--- config.mk ---
export PLATFORM = sky130hd
export DESIGN_NAME = dequantizer
export DESIGN_NICKNAME = d
export VERILOG_FILES = /design/src/rtl/dequantizer_pkg.sv /design/src/rtl/dq_carpici.sv /design/src/rtl/dequantizer.sv
export SDC_FILE = /design/constraint.sdc
export NUM_CORES = 1
export LEC_CHECK = 0
export ABC_AREA = 1
export CAP_MARGIN = 20
export CORE_MARGIN = 3
export CORE_UTILIZATION = 60
export DETAILED_ROUTE_END_ITERATION = 10
export GPL_ROUTABILITY_DRIVEN = 0
export GPL_TIMING_DRIVEN = 0
export PLACE_DENSITY = 0.74
export REMOVE_ABC_BUFFERS = 1
export SLEW_MARGIN = 5
export SYNTH_ARGS = -nofsm -noshare
export SYNTH_HDL_FRONTEND = slang
export SYNTH_SLANG_ARGS = --single-unit
--- constraint.sdc ---
create_clock -name clk_i -period 12.2 [get_ports clk_i]
set_clock_uncertainty 0.15 [all_clocks]
set_input_delay 1.83 -clock clk_i [delete_from_list [all_inputs] [get_ports clk_i]]
set_output_delay 1.83 -clock clk_i [all_outputs]
set_load 0.01 [all_outputs]
--- src/rtl/dequantizer_pkg.sv ---
// ----------------------------------------------------------------------------
// dequantizer_pkg
//   Shared definitions for the dequantiser block: default widths, the block
//   FSM state type and the zigzag-scan -> raster lookup table.
//   No ports (package).
// ----------------------------------------------------------------------------
package dequantizer_pkg;

    localparam int DEF_COEF_BIT   = 12;
    localparam int DEF_QT_BIT     = 8;
    localparam int DEF_Q_BIT      = 32;
    localparam int DEF_Q_FRAC_BIT = 16;
    localparam int DEF_BLOCK_BIT  = 3;

    // BOSTA: idle, AKIS: streaming a block, SON: waiting to emit the terminator
    typedef enum logic [1:0] {
        BOSTA = 2'd0,
        AKIS  = 2'd1,
        SON   = 2'd2
    } dq_state_t;

    // Entry n is the raster position of the n-th coefficient in JPEG zigzag order
    localparam logic [5:0] ZIGZAG_LUT [64] = '{
        6'd0,  6'd1,  6'd8,  6'd16, 6'd9,  6'd2,  6'd3,  6'd10,
        6'd17, 6'd24, 6'd32, 6'd25, 6'd18, 6'd11, 6'd4,  6'd5,
        6'd12, 6'd19, 6'd26, 6'd33, 6'd40, 6'd48, 6'd41, 6'd34,
        6'd27, 6'd20, 6'd13, 6'd6,  6'd7,  6'd14, 6'd21, 6'd28,
        6'd35, 6'd42, 6'd49, 6'd56, 6'd57, 6'd50, 6'd43, 6'd36,
        6'd29, 6'd22, 6'd15, 6'd23, 6'd30, 6'd37, 6'd44, 6'd51,
        6'd58, 6'd59, 6'd52, 6'd45, 6'd38, 6'd31, 6'd39, 6'd46,
        6'd53, 6'd60, 6'd61, 6'd54, 6'd47, 6'd55, 6'd62, 6'd63
    };

    function automatic logic [5:0] zigzag_to_raster(input logic [5:0] zz);
        return ZIGZAG_LUT[zz];
    endfunction

endpackage

--- src/rtl/dq_carpici.sv ---
// ----------------------------------------------------------------------------
// dq_carpici
//   Registered multiply / fixed-point shift / saturate stage.
//   result = sat( coef * qt <<< Q_FRAC_BIT ) into signed Q_BIT.
// Ports:
//   clk_i     clock
//   rstn_i    synchronous reset, active low (clears result)
//   en_i      load enable (pipeline advance)
//   coef_i    signed coefficient
//   qt_i      unsigned quantisation factor
//   result_o  registered saturated product, signed Q_BIT
// ----------------------------------------------------------------------------
module dq_carpici #(
    parameter int COEF_BIT   = 12,
    parameter int QT_BIT     = 8,
    parameter int Q_BIT      = 32,
    parameter int Q_FRAC_BIT = 16
) (
    input  logic                       clk_i,
    input  logic                       rstn_i,
    input  logic                       en_i,
    input  logic signed [COEF_BIT-1:0] coef_i,
    input  logic        [QT_BIT-1:0]   qt_i,
    output logic signed [Q_BIT-1:0]    result_o
);

    localparam int PROD_BIT  = COEF_BIT + QT_BIT + 1;
    localparam int SHIFT_BIT = PROD_BIT + Q_FRAC_BIT;
    // Compare in a width that holds both the shifted product and the output range
    localparam int EXT_BIT   = (SHIFT_BIT > Q_BIT) ? SHIFT_BIT : Q_BIT;

    logic signed [PROD_BIT-1:0] prod;
    logic signed [EXT_BIT-1:0]  shifted;
    logic signed [EXT_BIT-1:0]  max_v;
    logic signed [EXT_BIT-1:0]  min_v;
    logic signed [Q_BIT-1:0]    sat;

    always_comb begin
        max_v   = {{(EXT_BIT-Q_BIT+1){1'b0}}, {(Q_BIT-1){1'b1}}};
        min_v   = {{(EXT_BIT-Q_BIT+1){1'b1}}, {(Q_BIT-1){1'b0}}};
        // qt is unsigned: zero-extend before the signed multiply
        prod    = PROD_BIT'(coef_i) * PROD_BIT'($signed({1'b0, qt_i}));
        shifted = EXT_BIT'(prod) <<< Q_FRAC_BIT;
        if (shifted > max_v) begin
            sat = {1'b0, {(Q_BIT-1){1'b1}}};
        end else if (shifted < min_v) begin
            sat = {1'b1, {(Q_BIT-1){1'b0}}};
        end else begin
            sat = shifted[Q_BIT-1:0];
        end
    end

    always_ff @(posedge clk_i) begin
        if (!rstn_i) begin
            result_o <= '0;
        end else if (en_i) begin
            result_o <= sat;
        end
    end

endmodule

--- src/rtl/dequantizer.sv ---
// ----------------------------------------------------------------------------
// dequantizer
//   Multiplies sparse quantised coefficients by their quantisation-table entry,
//   converts to signed Q_BIT fixed point and maps the index to (row,col).
//   One output beat per coefficient, then one terminator beat per block.
//   Build option: DEQUANTIZER_ZIGZAG_EN -- hd_index_i is a zigzag scan index
//   and is mapped to raster order in S1; otherwise it is already raster.
// Ports:
//   clk_i, rstn_i        clock, synchronous active-low reset
//   qt_veri_i/adres_i    quant-table write data / raster address
//   qt_gecerli_i/hazir_o table write request / accept (idle only)
//   hd_veri_i/index_i    signed coefficient / position
//   hd_gecerli_i         beat valid, hd_blok_son_i marks end of block
//   hd_hazir_o           beat accepted when valid & ready
//   dq_veri_o            dequantised coefficient (signed fixed point)
//   dq_row_o/dq_col_o    raster index / 8, raster index % 8
//   dq_gecerli_o         output valid, dq_blok_son_o terminator beat
//   dq_hazir_i           downstream ready
// ----------------------------------------------------------------------------
module dequantizer
    import dequantizer_pkg::*;
#(
    parameter int COEF_BIT   = DEF_COEF_BIT,
    parameter int QT_BIT     = DEF_QT_BIT,
    parameter int Q_BIT      = DEF_Q_BIT,
    parameter int Q_FRAC_BIT = DEF_Q_FRAC_BIT,
    parameter int BLOCK_BIT  = DEF_BLOCK_BIT
) (
    input  logic                 clk_i,
    input  logic                 rstn_i,
    input  logic [QT_BIT-1:0]    qt_veri_i,
    input  logic [5:0]           qt_adres_i,
    input  logic                 qt_gecerli_i,
    output logic                 qt_hazir_o,
    input  logic [COEF_BIT-1:0]  hd_veri_i,
    input  logic [5:0]           hd_index_i,
    input  logic                 hd_gecerli_i,
    input  logic                 hd_blok_son_i,
    output logic                 hd_hazir_o,
    output logic [Q_BIT-1:0]     dq_veri_o,
    output logic [BLOCK_BIT-1:0] dq_row_o,
    output logic [BLOCK_BIT-1:0] dq_col_o,
    output logic                 dq_gecerli_o,
    output logic                 dq_blok_son_o,
    input  logic                 dq_hazir_i
);

    dq_state_t state;
    dq_state_t state_next;

    logic [QT_BIT-1:0] qt_table [64];

    logic       advance;
    logic       hd_accept;
    logic       qt_write;
    logic       term_accept;
    logic [5:0] raster;

    logic                       s1_valid;
    logic                       s1_eob;
    logic signed [COEF_BIT-1:0] s1_coef;
    logic        [QT_BIT-1:0]   s1_qt;
    logic        [5:0]          s1_raster;

    logic                       s2_valid;
    logic                       s2_eob;
    logic        [BLOCK_BIT-1:0] s2_row;
    logic        [BLOCK_BIT-1:0] s2_col;
    logic signed [Q_BIT-1:0]    s2_result;

`ifdef DEQUANTIZER_ZIGZAG_EN
    assign raster = zigzag_to_raster(hd_index_i);
`else
    assign raster = hd_index_i;
`endif

    // Stall-all pipeline: both stages move together whenever the output slot frees up
    assign advance     = !s2_valid || dq_hazir_i;
    assign qt_hazir_o  = (state == BOSTA);
    assign hd_hazir_o  = (state != SON) && advance;
    assign hd_accept   = hd_gecerli_i && hd_hazir_o;
    assign qt_write    = qt_gecerli_i && qt_hazir_o;
    // The EOB beat travels the pipeline as a flagged beat, so it naturally
    // leaves after every coefficient of its block
    assign term_accept = s2_valid && s2_eob && dq_hazir_i;

    always_ff @(posedge clk_i) begin
        if (!rstn_i) begin
            state <= BOSTA;
        end else begin
            state <= state_next;
        end
    end

    always_comb begin
        state_next = state;
        unique case (state)
            BOSTA: if (hd_accept) state_next = hd_blok_son_i ? SON : AKIS;
            AKIS:  if (hd_accept && hd_blok_son_i) state_next = SON;
            SON:   if (term_accept) state_next = BOSTA;
            default: state_next = BOSTA;
        endcase
    end

    // A write coinciding with the first beat of a block still commits, but the
    // S1 read below sees the old entry
    always_ff @(posedge clk_i) begin
        if (!rstn_i) begin
            for (int unsigned i = 0; i < 64; i++) begin
                qt_table[i] <= QT_BIT'(1);
            end
        end else if (qt_write) begin
            qt_table[qt_adres_i] <= qt_veri_i;
        end
    end

    always_ff @(posedge clk_i) begin
        if (!rstn_i) begin
            s1_valid  <= 1'b0;
            s1_eob    <= 1'b0;
            s1_coef   <= '0;
            s1_qt     <= '0;
            s1_raster <= '0;
        end else if (advance) begin
            s1_valid  <= hd_accept;
            s1_eob    <= hd_accept && hd_blok_son_i;
            s1_coef   <= hd_veri_i;
            s1_qt     <= qt_table[raster];
            s1_raster <= raster;
        end
    end

    always_ff @(posedge clk_i) begin
        if (!rstn_i) begin
            s2_valid <= 1'b0;
            s2_eob   <= 1'b0;
            s2_row   <= '0;
            s2_col   <= '0;
        end else if (advance) begin
            s2_valid <= s1_valid;
            s2_eob   <= s1_eob;
            s2_row   <= BLOCK_BIT'(s1_raster[5:3]);
            s2_col   <= BLOCK_BIT'(s1_raster[2:0]);
        end
    end

    dq_carpici #(
        .COEF_BIT   (COEF_BIT),
        .QT_BIT     (QT_BIT),
        .Q_BIT      (Q_BIT),
        .Q_FRAC_BIT (Q_FRAC_BIT)
    ) u_carpici (
        .clk_i    (clk_i),
        .rstn_i   (rstn_i),
        .en_i     (advance),
        .coef_i   (s1_coef),
        .qt_i     (s1_qt),
        .result_o (s2_result)
    );

    assign dq_veri_o     = s2_result;
    assign dq_row_o      = s2_row;
    assign dq_col_o      = s2_col;
    assign dq_gecerli_o  = s2_valid;
    assign dq_blok_son_o = s2_eob;

endmodule

==> impl_results.md <==
- Status: finished clean
- Fmax: around 0.16 GHz
- Antenna Diode Count: 0
- Post-CTS setup buffer count: 0
- Crit-path max FO: 57
- Hold Path End: u_carpici.result_o[31]
- RSZ-0062 raised after global routing: false
- Total power: 4707 uW
- Rows: 80
- Layout Nets: around 3,300
- Reg-to-Reg End: u_carpici.result_o[22]
- Vias/cell: 5.901
- Count of state elements after synthesis: 567
- Area taken by multi-input logic gates: 0.01066 mm^2
- Initial antenna violation count: 0
- Buf+Inv Stages, Crit Path: 5
- Die height: between 200 and 250 um
- Data arrival, critical path: around 4.2 ns
- Slowest-stage cell, CP: inv_2
- Hold_sp: u_carpici.result_o[31]
- Place WS: just over 6 ns
- CTS tree: yes
- Share of power burned in registers: between 40% and 50%
- Final Cycle Share: 50.41%
- Setup violations, final: 0
- IO Pins: 80
- Relative slew slack: between 20% and 30%
- Clock power frac: 36.4%
- Reg-to-reg critical path startpoint: s1_qt[0]
- R2R depth: 21
- Clk pin slew, worst setup/hold paths: ~0.060 ns
- Post-Route WL: approximately 74,000 um
- Hpwl dp: between 40,000 and 50,000 um
- Cts hold-fix bufs: 0
- Final ANT Viol Nets: 0
- Yosys cell types: 33
- Crit start category: input port
- Top cell by count, worst path: clkdlybuf4s50_1
- Htree depth: 2
- Clock Sinks: 567
- Die width: 226.8 um
- Final core utilization: about two thirds
- Max VDD drop: ~0.00012 V
- Die area: 0.05142 mm^2
- Routed WL per cell: just under 20 um
- Vias in the first global route: 21,950
- Share of post-route cells with drive strength above 1: under 10%
- Worst EP required: about 10 ns
- Switching share of power: 26.95%
- Via count: between 20,000 and 25,000
- Initial Util: about three fifths
- Power density over the cells: roughly 150 mW/mm^2
- FF+latch area: ~0.016 mm^2
- Tot GR Track Use: 29.02%
- Total CTS buffers: a little under 60
- First DRT Iteration DRCs: ~2,300
- Hold Worst Slack: 0.3209 ns
- Port buffer count: between 70 and 80
- Core ar.: 0.04795 mm^2
- DP Area: about 0.030 mm^2
- Layout Area Growth over Synthesis: 9.474%
- Net switching power: around 1300 uW
- Hold Crit Class: register to register
- Drt pass-1 iters: 6
- Crit-path leading delay family: buffers and inverters
- Longest Clk Path Bufs: 3
- P_leak: roughly 0.013 uW
- Worst-Margin Slew: about 1.1 ns
- Total of max-cap violations: 0
- Yosys warns: 0
- Internal power: ~3400 uW
- Endpoint type of the worst setup path: output pin
- Root buffer cell: clkbuf_16
- Fin. Hold Viols: 0
- Reg2reg setup slack: roughly 6.6 ns
- Min cycle time layout: about 6.1 ns
- Grt ovf: 0
- Crit Path Class: input port to output pin
- Synth Instances: approximately 3,200
- Combinational share of power: ~16%
- Worst-path cell chain: clkdlybuf4s50_1 -> nor2_2 -> buf_8 -> inv_2 -> o21ai_0 -> inv_1 -> clkdlybuf4s50_1
- Clk Latency, worst-skew pair: 0.62 ns
- Hold path cells: 2
- Sequential element share of the synthesized area: 56.35%
- FILL cells: ~3,800
- Fin area: between 0.03 and 0.04 mm^2
- Crit-path max cell delay: approximately 0.65 ns
- Post-Syn Area: about 0.03 mm^2
- Min setup slack post-route: about 6 ns
- Largest net degree at the start of global routing: 155
- Post-CTS Resized: 0
- Max-slew violations: 0
- First-pass GRT wire length: 115,700 um
- DR DRC count: 0
- Avg Inst Size Synth: 9.134 um^2
==> how the worst max path moves through the flow <==
stage,from,end,slack [ns],cells past startpoint
after floorplan,dq_hazir_i,hd_hazir_o,6.26,4
after global placement,hd_index_i[0],s1_qt[4],-5.52,12
after detailed placement,dq_hazir_i,hd_hazir_o,6.06,7
after CTS,dq_hazir_i,hd_hazir_o,6.06,7
after global routing,dq_hazir_i,hd_hazir_o,5.84,7
final,dq_hazir_i,hd_hazir_o,6.05,7
==> Yosys cell counts, drive strengths merged <==
| cell | number | area share, % |
|---|---|---|
| nor2 | 826 | 11 |
| buf | 46 | 1.0 |
| inv | 309 | 4.0 |
| nand3b | 1 | 0.026 |
| nand3 | 101 | 1.8 |
| o31ai | 1 | 0.026 |
| nand2 | 537 | 6.9 |
| a31oi | 2 | 0.043 |
| nor3 | 12 | 0.21 |
| a21oi | 39 | 0.86 |
| clkbuf | 171 | 2.2 |
| nand4 | 6 | 0.13 |
| xnor2 | 7 | 0.21 |
| ha | 42 | 1.8 |
| o22ai | 128 | 2.7 |
| a21o | 1 | 0.026 |
| fa | 78 | 5.3 |
| xor2 | 8 | 0.24 |
| clkinv | 2 | 0.026 |
| edfxtp | 512 | 53 |
| dfxtp | 55 | 3.8 |
| o21bai | 9 | 0.23 |
| a221oi | 1 | 0.030 |
| o21ai | 307 | 5.3 |
==> placed cells by master, fill, tap and decap left out, types with 10 or more instances in the layout <==
| cell | instances |
|---|---|
| inv_1 | 290 |
| clkbuf_16 | 59 |
| a21oi_1 | 26 |
| edfxtp_1 | 512 |
| clkbuf_1 | 11 |
| o22ai_1 | 128 |
| nand3_1 | 99 |
| inv_2 | 10 |
| fa_1 | 78 |
| ha_1 | 42 |
| nand2_1 | 534 |
| o21ai_0 | 293 |
| clkinv_2 | 11 |
| o21ai_1 | 14 |
| dfxtp_1 | 55 |
| clkdlybuf4s50_1 | 74 |
| a21oi_2 | 12 |
| nor3_1 | 12 |
| nor2_1 | 825 |
==> logic make-up after synthesis <==
family                     Yosys count  share of synthesized area (%)
and+or+nand+nor                   1483                          19.65
DFF                                567                          56.35
buffers and inverters              528                          7.206
AOI/OAI and AO/OA                  488                          9.209
adders and majority gates          120                          7.138
xor gates and xnor gates            15                         0.4493
==> per-stage QoR <==
stage	instances	TNS (ns)
after floorplan	2984	0
after global placement	3678	-47.81
after detailed placement	3691	0
after CTS	3795	0
after global routing	3795	0
final	3795	0
==> power groups by stage <==
stage / Combinational (uW) / Clock (uW) / Sequential [uW]
floorplan: 418 / 0 / 2300
global placement: 726 / 0 / 2290
detailed placement: 737 / 0 / 2290
CTS: 742 / 1730 / 2250
global route: 826 / 1810 / 2260
finish: 742 / 1710 / 2250
==> state kept, by name, summed over array words and instances (netlist names), 2 cells and up <==
| register | cells |
|---|---|
| s1_coef | 12 |
| dq_col_o | 3 |
| u_carpici.result_o | 17 |
| dq_row_o | 3 |
| state | 2 |
| qt_table | 512 |
| s1_raster | 6 |
| s1_qt | 8 |
==> worst min-delay path, cell delays in order, from the launching register on <==
cell	delay (ns)
dfxtp_1	0.31
nand2_1	0.06
a21oi_1	0.05
==> layer usage <==
metal  GRT usage [%]  routed length (um)  up-vias
li1                -                   -    10370
met1           37.71               28450    10710
met2           49.06               35920     1097
met3           4.505                6456      220
met4           12.08                3123        0
met5               0                   0        -
==> final cells by class <==
type / instances / area share (%)
sequential: 567 / 51.47
multi-input combinational: 2106 / 33.30
clock buffer: 77 / 5.043
inverter: 311 / 3.733
timing repair buffer: 92 / 3.401
tap: 615 / 2.404
clock inverter: 27 / 0.6489
No activity file was read; power rests on OpenSTA's default activity.
